## src/rtl/exmem_pkg.sv

```systemverilog
// Shared types and constants for the EX->MEM elastic stage.
// The struct fixes the default field layout; payload_w() sizes other XLEN/RA_W choices.
package exmem_pkg;

    localparam int unsigned XLEN_DEF = 32;
    localparam int unsigned RA_W_DEF = 5;
    localparam int unsigned CTRL_W   = 8;

    localparam logic [1:0] SIZE_B = 2'd0;
    localparam logic [1:0] SIZE_H = 2'd1;
    localparam logic [1:0] SIZE_W = 2'd2;

    typedef struct packed {
        logic                memread;
        logic                memtoreg;
        logic                memwrite;
        logic                regwrite;
        logic                lwu;
        logic [1:0]          size;
        logic                andlink;
        logic [XLEN_DEF-1:0] pc;
        logic [XLEN_DEF-1:0] alu;
        logic [XLEN_DEF-1:0] forb;
        logic [RA_W_DEF-1:0] rd;
    } exmem_payload_t;

    localparam int unsigned PAYLOAD_W = $bits(exmem_payload_t);

    function automatic int unsigned payload_w(int unsigned xlen, int unsigned ra_w);
        return CTRL_W + 3 * xlen + ra_w;
    endfunction

endpackage

```

## src/rtl/pipe_skid_buf.sv

```systemverilog
// Generic 2-entry valid/ready skid buffer with flush; in_ready comes straight from a flop.
// Entry M drives the output, entry S absorbs the one beat accepted while M is stalled.
module pipe_skid_buf #(
    parameter int unsigned W = 8
) (
    input  logic         clk,
    input  logic         rst,
    input  logic         flush,
    input  logic         in_valid,
    output logic         in_ready,
    input  logic [W-1:0] in_data,
    output logic         out_valid,
    input  logic         out_ready,
    output logic [W-1:0] out_data
);

    logic         m_valid_q, m_valid_d, s_valid_q, s_valid_d, ready_q;
    logic [W-1:0] m_data_q, m_data_d, s_data_q, s_data_d;
    logic         accept, drain;

    assign accept    = in_valid & ready_q;
    assign drain     = m_valid_q & out_ready;
    assign in_ready  = ready_q;
    assign out_valid = m_valid_q;
    assign out_data  = m_data_q;

    always_comb begin
        m_valid_d = m_valid_q;
        m_data_d  = m_data_q;
        s_valid_d = s_valid_q;
        s_data_d  = s_data_q;
        if (flush) begin
            // Flush beats a simultaneous accept; a drain this cycle was already taken by MEM.
            m_valid_d = 1'b0;
            s_valid_d = 1'b0;
        end else if (!m_valid_q) begin
            if (accept) begin
                m_valid_d = 1'b1;
                m_data_d  = in_data;
            end
        end else if (drain) begin
            if (s_valid_q) begin
                m_data_d  = s_data_q;
                s_valid_d = 1'b0;
            end else if (accept) begin
                m_data_d  = in_data;
            end else begin
                m_valid_d = 1'b0;
            end
        end else if (accept) begin
            s_valid_d = 1'b1;
            s_data_d  = in_data;
        end
    end

    always_ff @(posedge clk or posedge rst) begin
        if (rst) begin
            m_valid_q <= 1'b0;
            s_valid_q <= 1'b0;
            ready_q   <= 1'b1;
            m_data_q  <= '0;
            s_data_q  <= '0;
        end else begin
            m_valid_q <= m_valid_d;
            s_valid_q <= s_valid_d;
            ready_q   <= ~s_valid_d;
            m_data_q  <= m_data_d;
            s_data_q  <= s_data_d;
        end
    end

endmodule

```

## src/rtl/exmem_stage_elastic.sv

```systemverilog
// EX->MEM pipeline stage: skid-buffered payload, gated MEM controls, forwarding taps
// and a saturating stall counter.
module exmem_stage_elastic
    import exmem_pkg::*;
#(
    parameter int unsigned XLEN  = 32,
    parameter int unsigned RA_W  = 5,
    parameter int unsigned CNT_W = 16
) (
    input  logic             CLOCK,
    input  logic             RESET,
    input  logic             in_valid,
    output logic             in_ready,
    input  logic             in_memread,
    input  logic             in_memtoreg,
    input  logic             in_memwrite,
    input  logic             in_regwrite,
    input  logic             in_lwu,
    input  logic [1:0]       in_size,
    input  logic             in_andlink,
    input  logic [XLEN-1:0]  in_pc,
    input  logic [XLEN-1:0]  in_alu,
    input  logic [XLEN-1:0]  in_forb,
    input  logic [RA_W-1:0]  in_rd,
    input  logic             flush,
    output logic             out_valid,
    input  logic             out_ready,
    output logic             out_memread,
    output logic             out_memtoreg,
    output logic             out_memwrite,
    output logic             out_regwrite,
    output logic             out_lwu,
    output logic [1:0]       out_size,
    output logic             out_andlink,
    output logic [XLEN-1:0]  out_pc,
    output logic [XLEN-1:0]  out_alu,
    output logic [XLEN-1:0]  out_forb,
    output logic [RA_W-1:0]  out_rd,
    output logic             fwd_en,
    output logic [RA_W-1:0]  fwd_rd,
    output logic [XLEN-1:0]  fwd_data,
    output logic [CNT_W-1:0] stall_cnt
);

    localparam int unsigned PW = payload_w(XLEN, RA_W);

    logic [PW-1:0]    in_data, out_data;
    logic             m_memread, m_memwrite, m_regwrite, m_andlink;
    logic [CNT_W-1:0] stall_cnt_q;

    assign in_data = {in_memread, in_memtoreg, in_memwrite, in_regwrite, in_lwu, in_size,
                      in_andlink, in_pc, in_alu, in_forb, in_rd};

    pipe_skid_buf #(
        .W (PW)
    ) u_skid (
        .clk       (CLOCK),
        .rst       (RESET),
        .flush     (flush),
        .in_valid  (in_valid),
        .in_ready  (in_ready),
        .in_data   (in_data),
        .out_valid (out_valid),
        .out_ready (out_ready),
        .out_data  (out_data)
    );

    assign {m_memread, out_memtoreg, m_memwrite, m_regwrite, out_lwu, out_size,
            m_andlink, out_pc, out_alu, out_forb, out_rd} = out_data;

    // Stale payload in an empty M must never trigger a side effect downstream.
    assign out_memread  = m_memread  & out_valid;
    assign out_memwrite = m_memwrite & out_valid;
    assign out_regwrite = m_regwrite & out_valid;
    assign out_andlink  = m_andlink  & out_valid;

    assign fwd_en   = out_regwrite & (out_rd != '0);
    assign fwd_rd   = out_rd;
    assign fwd_data = m_andlink ? out_pc : out_alu;

    always_ff @(posedge CLOCK or posedge RESET) begin
        if (RESET) begin
            stall_cnt_q <= '0;
        end else if (out_valid && !out_ready && (stall_cnt_q != {CNT_W{1'b1}})) begin
            stall_cnt_q <= stall_cnt_q + {{(CNT_W-1){1'b0}}, 1'b1};
        end
    end

    assign stall_cnt = stall_cnt_q;

endmodule
```

## config.mk

```make
export PLATFORM = sky130hd
export DESIGN_NAME = exmem_stage_elastic
export DESIGN_NICKNAME = d
export VERILOG_FILES = /design/src/rtl/exmem_pkg.sv /design/src/rtl/pipe_skid_buf.sv /design/src/rtl/exmem_stage_elastic.sv
export SDC_FILE = /design/constraint.sdc
export NUM_CORES = 1
export LEC_CHECK = 0
export ABC_AREA = 1
export BUFFER_PORTS_ARGS = -buffer_cell sky130_fd_sc_hd__clkbuf_2
export CORE_ASPECT_RATIO = 1.75
export CORE_MARGIN = 3
export CORE_UTILIZATION = 37
export DETAILED_ROUTE_END_ITERATION = 7
export PLACE_DENSITY = 0.71
export SLEW_MARGIN = 5
export SYNTH_ARGS = -nofsm -noshare
export SYNTH_HDL_FRONTEND = slang
export SYNTH_SLANG_ARGS = --single-unit
```

## constraint.sdc

```tcl
create_clock -name CLOCK -period 17.6 [get_ports CLOCK]
set_input_delay 3.52 -clock CLOCK [delete_from_list [all_inputs] [get_ports CLOCK]]
set_output_delay 3.52 -clock CLOCK [all_outputs]
set_load 0.005 [all_outputs]
```

==> metrics.txt, run 1 <==
# TYPE chip_impl_metric gauge
chip_impl_metric{name="power_frac_comb",unit="%"} 20.4
chip_impl_metric{name="layout_setup_ws",unit="ns"} 11.96
chip_impl_metric{name="fin_tns_setup",unit="ns"} 0
chip_impl_metric{name="number_of_setup_violations_in_the_final_report",unit=""} 0
chip_impl_metric{name="regToRegSetupSlack",unit="ns"} 14.53
chip_impl_metric{name="sequentialPowerShare",unit="%"} 48.5
chip_impl_metric{name="synthesized_area_fraction_occupied_by_ao_oa_aoi_and_oai_cells",unit="%"} 19.5
chip_impl_info{name="synth_top_cell_by_area",value="sky130_fd_sc_hd__dfrtp_1"} 1
chip_impl_metric{name="cp_num_buf_inv",unit=""} 3
chip_impl_info{name="holdPathEnd",value="u_skid.s_data_q[78]$_DFFE_PP0P_"} 1
chip_impl_info{name="timing.setup.critical_path_class",value="in2reg"} 1
chip_impl_metric{name="skew",unit="ns"} 0.00810
chip_impl_metric{name="seq_area",unit="um^2"} 5930
chip_impl_metric{name="wire_length_of_the_first_global_routing_pass",unit="mm"} 55.2
chip_impl_metric{name="post-place-ws",unit="ns"} 11.45
chip_impl_metric{name="footprint_of_the_multi_input_gates",unit="um^2"} 4380
chip_impl_metric{name="synthSimpleGateAreaFrac",unit="%"} 14.5
chip_impl_metric{name="post-route-min-period",unit="ns"} 5.64
chip_impl_metric{name="final_layout_size_suffix_gt1_share",unit="%"} 24.0
chip_impl_metric{name="cp.required",unit="ns"} 18.03
chip_impl_metric{name="synthesis.yosys.warnings",unit=""} 0
chip_impl_metric{name="antenna_violations_before_repair",unit=""} 7
chip_impl_info{name="cts-root-buf",value="sky130_fd_sc_hd__clkbuf_16"} 1
chip_impl_metric{name="port-buffer-count",unit=""} 278
chip_impl_metric{name="placeable_core_area",unit="um^2"} 30900
chip_impl_metric{name="first_pass_iters",unit=""} 7
chip_impl_metric{name="die-area",unit="um^2"} 33900
chip_impl_info{name="mostFrequentLayoutCell",value="sky130_fd_sc_hd__nand2_1"} 1
chip_impl_metric{name="detailedRoute.firstIterationViolations",unit=""} 753
chip_impl_metric{name="number_of_storage_elements_in_the_synthesis_netlist",unit=""} 237
chip_impl_metric{name="starting_density",unit="%"} 37.8
chip_impl_metric{name="post_synth_cell_types",unit=""} 27
chip_impl_metric{name="worst_hold_path.num_cells",unit=""} 2
chip_impl_metric{name="instances_no_fill",unit=""} 1922
chip_impl_metric{name="grt_max_degree",unit=""} 112
chip_impl_metric{name="timing.reg2reg.worst_path_depth",unit=""} 6
chip_impl_metric{name="timing_worst_slew_pin_value",unit="ns"} 1.14
chip_impl_metric{name="width_of_the_die",unit="um"} 140
chip_impl_info{name="cell_family_contributing_the_most_delay_on_the_critical_path",value="buffers and inverters"} 1
chip_impl_metric{name="drcViolationCount",unit=""} 0
chip_impl_metric{name="cts_buffer_depth",unit=""} 3
chip_impl_metric{name="fin_hold_ws",unit="ns"} 0.472
chip_impl_info{name="cts_tree",value="built"} 1
chip_impl_metric{name="finalMaxSlewViolations",unit=""} 0
chip_impl_metric{name="static-leakage-power",unit="uW"} 0.00656
chip_impl_metric{name="fmaxAchievable",unit="MHz"} 177
chip_impl_info{name="worstSetupStartpointType",value="input port"} 1
chip_impl_metric{name="cellPowerDensity",unit="nW/um^2"} 118
chip_impl_metric{name="hold_viol",unit=""} 0
chip_impl_metric{name="die_height",unit="um"} 241
chip_impl_metric{name="routed_wirelength",unit="mm"} 35.0
chip_impl_metric{name="synth-xor-area-share",unit="%"} 0.599
chip_impl_info{name="end_kind",value="register"} 1
chip_impl_info{name="outcome",value="complete, no violations"} 1
chip_impl_metric{name="p_int",unit="uW"} 1080
chip_impl_metric{name="post-layout-total-power",unit="uW"} 1560
chip_impl_metric{name="clock_latency",unit="ns"} 0.51
chip_impl_metric{name="antenna_violating_nets_post_route",unit=""} 0
chip_impl_metric{name="filler_instances",unit=""} 3095
chip_impl_metric{name="track_usage",unit="%"} 20.0
chip_impl_info{name="crit_chain",value="clkbuf_2 -> nand2_4 -> buf_4 -> nand2_4 -> buf_4 -> a21oi_1 -> a21oi_1"} 1
chip_impl_metric{name="power.clock.fraction",unit="%"} 31.1
chip_impl_metric{name="synth.net_count",unit=""} 1518
chip_impl_metric{name="tritoncts.num_buffers",unit=""} 23
chip_impl_info{name="crit_start",value="in_valid"} 1
chip_impl_metric{name="timing.final.crit_share",unit="%"} 32.1
chip_impl_metric{name="grt_pass1_vias",unit=""} 10176
chip_impl_metric{name="post-cts-setup-buffers",unit=""} 0
chip_impl_metric{name="longest_individual_stage_delay_on_the_worst_path",unit="ns"} 0.88
chip_impl_metric{name="area_growth_from_synthesis_to_final_layout",unit="%"} 12.4
chip_impl_metric{name="crit_fanout",unit=""} 92
chip_impl_metric{name="fp_rows",unit=""} 85
chip_impl_metric{name="maxSlewHeadroom",unit="%"} 23.9
chip_impl_info{name="post_synth_main_area_contributors",value="sky130_fd_sc_hd__dfrtp_1 (50%), sky130_fd_sc_hd__a21oi_1 (14%), sky130_fd_sc_hd__nand2_1 (13%), sky130_fd_sc_hd__buf_4 (7.2%), sky130_fd_sc_hd__o21ai_0 (5.3%)"} 1
chip_impl_metric{name="synth_top_area_share",unit="%"} 50.5
chip_impl_metric{name="ioPinCount",unit=""} 279
chip_impl_metric{name="gate_count_post_synth",unit=""} 1403
chip_impl_info{name="crit-reg2reg-launch",value="u_skid.in_ready$_DFF_PP1_"} 1
chip_impl_metric{name="syn_area",unit="um^2"} 11700
chip_impl_info{name="timing.hold.worst.start",value="u_skid.s_data_q[78]$_DFFE_PP0P_"} 1
chip_impl_metric{name="mean_area_per_synthesized_cell",unit="um^2"} 8.34
chip_impl_info{name="endpoint_of_the_worst_register_to_register_path",value="u_skid.out_data[63]$_DFFE_PP0P_"} 1
chip_impl_metric{name="routed_wire_length_per_instance",unit="um"} 18.2
chip_impl_metric{name="dp.final_hpwl",unit="mm"} 21.7
chip_impl_metric{name="htree_num_levels",unit=""} 1
chip_impl_info{name="hold_class",value="reg2reg"} 1
chip_impl_metric{name="net_switching",unit="uW"} 482
chip_impl_metric{name="route.vias.total",unit=""} 10181
chip_impl_metric{name="cts.reportedPaths.clkPinSlew",unit="ns"} 0.06
chip_impl_metric{name="layout.nets",unit=""} 1624
chip_impl_metric{name="dpl.cell_count",unit=""} 1875
chip_impl_metric{name="synth-adder-area-share",unit="%"} 0.107
chip_impl_metric{name="overflow",unit=""} 0
chip_impl_metric{name="clock-sinks",unit=""} 237
chip_impl_info{name="final_cell_mix",value="sky130_fd_sc_hd__nand2_1 (393), sky130_fd_sc_hd__a21oi_1 (327), sky130_fd_sc_hd__clkbuf_2 (278), sky130_fd_sc_hd__dfrtp_1 (235), sky130_fd_sc_hd__o21ai_0 (124)"} 1
chip_impl_info{name="synth_top_family_by_area",value="compound AO/OA/AOI/OAI gates"} 1
chip_impl_metric{name="timing.max_cap.violations",unit=""} 0
chip_impl_metric{name="sw_frac_of_total",unit="%"} 30.9
chip_impl_metric{name="cts_hold_buf",unit=""} 0
chip_impl_metric{name="final_weighted_congestion_in_routability_driven_placement",unit=""} 0.866
chip_impl_metric{name="multiplexer_share_of_the_synthesized_area",unit="%"} 2.50
chip_impl_metric{name="crit_arrival",unit="ns"} 6.08
chip_impl_metric{name="avgViaCountPerCell",unit=""} 5.30
chip_impl_metric{name="synth-seq-area-share",unit="%"} 50.7
chip_impl_metric{name="postCtsResizedCells",unit=""} 0
chip_impl_info{name="critical-path-slowest-cell",value="sky130_fd_sc_hd__buf_4"} 1
chip_impl_metric{name="vdd_drop_max",unit="uV"} 71.6
chip_impl_info{name="rsz0062_at_grt",value="no"} 1
-- sequential cells by signal, summed over array words and instances (netlist names) --
register          flops
u_skid.out_data     109
u_skid.s_data_q     109
stall_cnt            16
u_skid.in_ready       1
u_skid.out_valid      1
u_skid.s_valid_q      1
-- final cells by class --
| class | count | share of cell area, % |
|---|---|---|
| antenna | 6 | 0.114 |
| clock buffer | 33 | 4.97 |
| clock inverter | 8 | 0.533 |
| inverter | 33 | 1.05 |
| multi-input combinational | 925 | 33.3 |
| sequential | 237 | 45.1 |
| tap | 391 | 3.72 |
| timing repair buffer | 289 | 11.2 |
-- worst register-to-register path, cell delays in order, from the launching register on --
cell and delay, ns:
sky130_fd_sc_hd__dfstp_2 0.56, sky130_fd_sc_hd__nand2_4 0.30, sky130_fd_sc_hd__buf_4 0.47, sky130_fd_sc_hd__nand2_4 0.36, sky130_fd_sc_hd__buf_4 0.88, sky130_fd_sc_hd__a21oi_1 0.26, sky130_fd_sc_hd__a21oi_1 0.17
-- through the flow --
stage | instance area, um^2 | utilization [%]
floorplan | 11700 | -
global placement | 12400 | 40.1
detailed placement | 12400 | 40.1
CTS | 13100 | 42.4
global route | 13100 | 42.5
finish | 13200 | 42.5
-- power groups by stage --
stage / sequential (uW) / combinational, uW / clock (uW)
after floorplan: 728 / 255 / 0
after CTS: 755 / 322 / 498
after detailed placement: 764 / 320 / 0
final: 756 / 317 / 485
after global routing: 770 / 364 / 520
after global placement: 760 / 311 / 0
-- cells by family after synthesis --
logic type | after synthesis
adders and majority gates | 1
xor gates and xnor gates | 8
muxes | 26
buffers and inverters | 241
and+or+nand+nor | 436
DFF | 237
AOI/OAI and AO/OA | 454
-- Yosys cell counts --
| master | number |
|---|---|
| sky130_fd_sc_hd__nand2_1 | 395 |
| sky130_fd_sc_hd__a21oi_1 | 327 |
| sky130_fd_sc_hd__dfrtp_1 | 236 |
| sky130_fd_sc_hd__o21ai_0 | 124 |
| sky130_fd_sc_hd__buf_4 | 113 |
| sky130_fd_sc_hd__buf_2 | 46 |
| sky130_fd_sc_hd__clkbuf_1 | 33 |
| sky130_fd_sc_hd__inv_1 | 28 |
| sky130_fd_sc_hd__mux2_2 | 26 |
| sky130_fd_sc_hd__nor2_1 | 18 |
| sky130_fd_sc_hd__nand3_1 | 14 |
| sky130_fd_sc_hd__buf_1 | 12 |
| sky130_fd_sc_hd__xor2_1 | 7 |
| sky130_fd_sc_hd__buf_6 | 4 |
| sky130_fd_sc_hd__inv_2 | 4 |
| sky130_fd_sc_hd__nand2_2 | 3 |
| sky130_fd_sc_hd__nand4_1 | 3 |
| sky130_fd_sc_hd__a31oi_1 | 1 |
| sky130_fd_sc_hd__dfstp_2 | 1 |
| sky130_fd_sc_hd__ha_1 | 1 |
| sky130_fd_sc_hd__inv_4 | 1 |
| sky130_fd_sc_hd__nand3b_1 | 1 |
| sky130_fd_sc_hd__nor2_8 | 1 |
| sky130_fd_sc_hd__nor3_4 | 1 |
| sky130_fd_sc_hd__o21ai_1 | 1 |
| sky130_fd_sc_hd__o21ai_2 | 1 |
| sky130_fd_sc_hd__xnor2_1 | 1 |
-- worst max-delay path by stage --
stage                                             to  slack (ns)  cells past startpoint
detailed placement   u_skid.out_data[63]$_DFFE_PP0P_       11.45                      7
floorplan                   stall_cnt[0]$_DFFE_PP0P_        7.58                      1
CTS                                      fwd_data[1]       11.96                      2
global placement    u_skid.out_data[100]$_DFFE_PP0P_       11.52                      7
finish               u_skid.out_data[63]$_DFFE_PP0P_       11.96                      7
global route         u_skid.out_data[60]$_DFFE_PP0P_       11.73                      7
-- routing by layer --
layer  part of all wire [%]  GRT usage (%)
met2                     51           35.0
met1                     37           23.1
met5                  0.057              0
met4                    5.5           10.8
met3                    6.9           3.99
Power figures use the tool's default switching activity.
==> inputs of run 2 (changes only) <==
- ABC_AREA: 1 -> 0
- clock period: 17.6 -> 5.45 ns (I/O delays scaled with it)
==> run 2 against run 1 <==
Clock-buffer cell count rose by 1. Register-to-register slack worse by 12 ns. First-iteration DRC count shrank 52%. Combinational power rose to 3.2 times the previous value. Wire length decreased by 20%. Core utilization is 1.1 points higher. Critical path depth decreased by 5. Die area down 6.9%. Synthesized area shrank 7.1%. Synthesized cell count is 32% lower. Critical path type is now reg2out.
==> metrics.txt, run 2 <==
# TYPE chip_impl_metric gauge
chip_impl_metric{name="route.vias.total",unit=""} 7803
chip_impl_metric{name="timing_worst_slew_pin_value",unit="ns"} 0.925
chip_impl_metric{name="p_int",unit="uW"} 3770
chip_impl_metric{name="final_layout_size_suffix_gt1_share",unit="%"} 43.0
chip_impl_info{name="synth_top_cell_by_area",value="sky130_fd_sc_hd__dfrtp_1"} 1
chip_impl_metric{name="maxSlewHeadroom",unit="%"} 38.3
chip_impl_metric{name="timing.reg2reg.worst_path_depth",unit=""} 5
chip_impl_metric{name="overflow",unit=""} 0
chip_impl_metric{name="synth_enable_flop_cells",unit=""} 0
chip_impl_metric{name="synthesis.yosys.warnings",unit=""} 0
chip_impl_metric{name="power.clock.fraction",unit="%"} 33.0
chip_impl_info{name="ys_top_cells_by_count",value="sky130_fd_sc_hd__dfrtp_1 (236), sky130_fd_sc_hd__mux2_2 (137), sky130_fd_sc_hd__buf_4 (122), sky130_fd_sc_hd__nor2_1 (113), sky130_fd_sc_hd__a21oi_1 (111)"} 1
chip_impl_metric{name="detailedRoute.firstIterationViolations",unit=""} 360
chip_impl_info{name="end_kind",value="primary output"} 1
chip_impl_metric{name="tritoncts.num_buffers",unit=""} 24
chip_impl_metric{name="fp_rows",unit=""} 82
chip_impl_metric{name="layout_setup_ws",unit="ns"} 2.25
chip_impl_info{name="timing.hold.worst.start",value="u_skid.s_data_q[5]$_DFFE_PP0P_"} 1
chip_impl_metric{name="antenna_violating_nets_post_route",unit=""} 0
chip_impl_metric{name="number_of_setup_violations_in_the_final_report",unit=""} 0
chip_impl_metric{name="placeable_core_area",unit="um^2"} 28800
chip_impl_metric{name="avgViaCountPerCell",unit=""} 5.22
chip_impl_metric{name="net_switching",unit="uW"} 1470
chip_impl_metric{name="cp.required",unit="ns"} 4.36
chip_impl_metric{name="port-buffer-count",unit=""} 278
chip_impl_info{name="cts-root-buf",value="sky130_fd_sc_hd__clkbuf_16"} 1
chip_impl_metric{name="filler_instances",unit=""} 2683
chip_impl_metric{name="timing.final.crit_share",unit="%"} 58.6
chip_impl_metric{name="area_growth_from_synthesis_to_final_layout",unit="%"} 15.5
chip_impl_metric{name="number_of_storage_elements_in_the_synthesis_netlist",unit=""} 237
chip_impl_metric{name="starting_density",unit="%"} 37.7
chip_impl_info{name="crit_start",value="u_skid.out_data[101]$_DFFE_PP0P_"} 1
chip_impl_metric{name="finalMaxSlewViolations",unit=""} 0
chip_impl_info{name="worstSetupStartpointType",value="register"} 1
chip_impl_info{name="rsz0062_at_grt",value="no"} 1
chip_impl_metric{name="htree_num_levels",unit=""} 1
chip_impl_metric{name="postCtsResizedCells",unit=""} 0
chip_impl_metric{name="sw_frac_of_total",unit="%"} 28.1
chip_impl_metric{name="width_of_the_die",unit="um"} 136
chip_impl_metric{name="routed_wirelength",unit="mm"} 28.2
chip_impl_metric{name="post-place-ws",unit="ns"} 2.49
chip_impl_metric{name="antenna_violations_before_repair",unit=""} 2
chip_impl_info{name="hold_class",value="reg2reg"} 1
chip_impl_metric{name="fin_tns_setup",unit="ns"} 0
chip_impl_metric{name="sequentialPowerShare",unit="%"} 47.5
chip_impl_metric{name="hold_viol",unit=""} 0
chip_impl_info{name="crit_chain",value="mux2_2 -> clkbuf_2"} 1
chip_impl_metric{name="cts_hold_buf",unit=""} 0
chip_impl_metric{name="skew",unit="ns"} 0.0115
chip_impl_metric{name="post-layout-total-power",unit="uW"} 5250
chip_impl_metric{name="clock_latency",unit="ns"} 0.52
chip_impl_info{name="critical-path-slowest-cell",value="sky130_fd_sc_hd__dfrtp_2"} 1
chip_impl_metric{name="post-route-min-period",unit="ns"} 3.20
chip_impl_metric{name="gate_count_post_synth",unit=""} 957
chip_impl_metric{name="track_usage",unit="%"} 17.3
chip_impl_metric{name="drcViolationCount",unit=""} 0
chip_impl_metric{name="fmaxAchievable",unit="MHz"} 313
chip_impl_info{name="yosys.cell_count.top_type",value="sky130_fd_sc_hd__dfrtp_1"} 1
chip_impl_info{name="outcome",value="complete, no violations"} 1
chip_impl_metric{name="cellPowerDensity",unit="nW/um^2"} 418
chip_impl_metric{name="cts.reportedPaths.clkPinSlew",unit="ns"} 0.07
chip_impl_metric{name="final_weighted_congestion_in_routability_driven_placement",unit=""} 0.834
chip_impl_metric{name="synth_top_area_share",unit="%"} 54.3
chip_impl_metric{name="die-area",unit="um^2"} 31600
chip_impl_metric{name="worst_hold_path.num_cells",unit=""} 1
chip_impl_info{name="post_synth_main_area_contributors",value="sky130_fd_sc_hd__dfrtp_1 (54%), sky130_fd_sc_hd__mux2_2 (14%), sky130_fd_sc_hd__buf_4 (8.4%), sky130_fd_sc_hd__o22ai_1 (6.3%), sky130_fd_sc_hd__a21oi_1 (5.1%)"} 1
chip_impl_metric{name="static-leakage-power",unit="uW"} 0.00570
chip_impl_info{name="crit-reg2reg-launch",value="u_skid.out_valid$_DFF_PP0_"} 1
chip_impl_metric{name="syn_area",unit="um^2"} 10900
chip_impl_metric{name="synth.net_count",unit=""} 1072
chip_impl_metric{name="layout.nets",unit=""} 1214
chip_impl_metric{name="die_height",unit="um"} 233
chip_impl_metric{name="fin_hold_ws",unit="ns"} 0.493
chip_impl_metric{name="ioPinCount",unit=""} 279
chip_impl_metric{name="mean_area_per_synthesized_cell",unit="um^2"} 11.4
chip_impl_metric{name="crit_arrival",unit="ns"} 2.11
chip_impl_metric{name="post-cts-setup-buffers",unit=""} 0
chip_impl_metric{name="longest_individual_stage_delay_on_the_worst_path",unit="ns"} 0.97
chip_impl_metric{name="power_frac_comb",unit="%"} 19.5
chip_impl_info{name="dominantRegCellSynth",value="sky130_fd_sc_hd__dfrtp_1"} 1
chip_impl_metric{name="cts_buffer_depth",unit=""} 3
chip_impl_metric{name="crit_fanout",unit=""} 34
chip_impl_metric{name="dp.final_hpwl",unit="mm"} 18.5
chip_impl_info{name="timing.setup.critical_path_class",value="reg2out"} 1
chip_impl_metric{name="synth_async_sr_flop_share",unit="%"} 100
chip_impl_metric{name="clock-sinks",unit=""} 237
chip_impl_info{name="cts_tree",value="built"} 1
chip_impl_metric{name="first_pass_iters",unit=""} 4
chip_impl_metric{name="post_synth_cell_types",unit=""} 46
chip_impl_metric{name="routed_wire_length_per_instance",unit="um"} 18.8
chip_impl_metric{name="vdd_drop_max",unit="uV"} 267
chip_impl_metric{name="synth-seq-area-share",unit="%"} 54.6
chip_impl_info{name="mostFrequentLayoutCell",value="sky130_fd_sc_hd__clkbuf_2"} 1
chip_impl_metric{name="final_core_utilization",unit="%"} 43.5
chip_impl_metric{name="grt_pass1_vias",unit=""} 7919
chip_impl_metric{name="grt_max_degree",unit=""} 140
chip_impl_metric{name="wire_length_of_the_first_global_routing_pass",unit="mm"} 43.7
chip_impl_info{name="final_cell_mix",value="sky130_fd_sc_hd__clkbuf_2 (278), sky130_fd_sc_hd__dfrtp_1 (235), sky130_fd_sc_hd__mux2_2 (137), sky130_fd_sc_hd__nor2_1 (113), sky130_fd_sc_hd__a21oi_1 (111)"} 1
chip_impl_metric{name="timing.max_cap.violations",unit=""} 0
[run 2: power groups by stage]
stage          Clock (uW)  Sequential [uW]  Combinational, uW
2_1_floorplan           0             2390                862
3_3_place_gp            0             2500               1010
3_5_place_dp            0             2520               1030
4_1_cts              1790             2490               1040
5_1_grt              1850             2540               1140
6_report             1730             2490               1020
[run 2: area by class of cell]
| type | instances | area, um^2 | area share (%) |
|---|---|---|---|
| well taps | 378 | 473 | 3.77 |
| multi-input cells | 542 | 3800 | 30.3 |
| flip-flops and latches | 237 | 5930 | 47.3 |
| clock inverters | 8 | 123 | 0.977 |
| clock buffers | 34 | 699 | 5.57 |
| inverters | 5 | 22.5 | 0.179 |
| repair buffers | 289 | 1500 | 11.9 |
| diodes | 2 | 5.00 | 0.0399 |
[run 2: stage by stage]
| stage | std cells | cell area [um^2] |
|---|---|---|
| 6_report | 1495 | 12600 |
| 5_1_grt | 1494 | 12600 |
| 4_1_cts | 1493 | 12500 |
| 3_5_place_dp | 1451 | 11700 |
| 3_3_place_gp | 1451 | 11700 |
| 2_1_floorplan | 957 | 10900 |
[run 2: worst max-delay path: cells and delay by family (launching register included)]
kind / cells / cell delay, ns
flip-flops: 1 / 0.97
buffers and inverters: 1 / 0.13
multiplexers: 1 / 0.46
[run 2: cell families (layout without fill, tap and decap cells)]
kind of cell	after synthesis	count (layout)	synth area share [%]
xor+xnor	11	11	0.886
mux	145	145	15.0
buf+inv	178	336	10.8
flops	237	237	54.6
simple gates	157	157	6.69
other cells	0	2	0
compound gates	228	228	11.9
fa+ha+maj	1	1	0.115
[run 2: metal layers]
layer	GRT usage [%]	routed length [um]
met1	20.9	10900
met2	30.3	14700
met3	3.61	1790
met4	6.37	760
met5	0	9
[run 2: final timing paths]
kind | end | slack (ns)
max in group asynchronous | u_skid.s_data_q[16]$_DFFE_PP0P_ | 3.75
worst max register to register | u_skid.out_data[47]$_DFFE_PP0P_ | 2.69
min in group asynchronous | u_skid.s_data_q[89]$_DFFE_PP0P_ | 0.57
worst max-delay path | fwd_data[29] | 2.25
worst min-delay path | u_skid.s_data_q[5]$_DFFE_PP0P_ | 0.49
worst min register to register | u_skid.s_data_q[5]$_DFFE_PP0P_ | 0.49
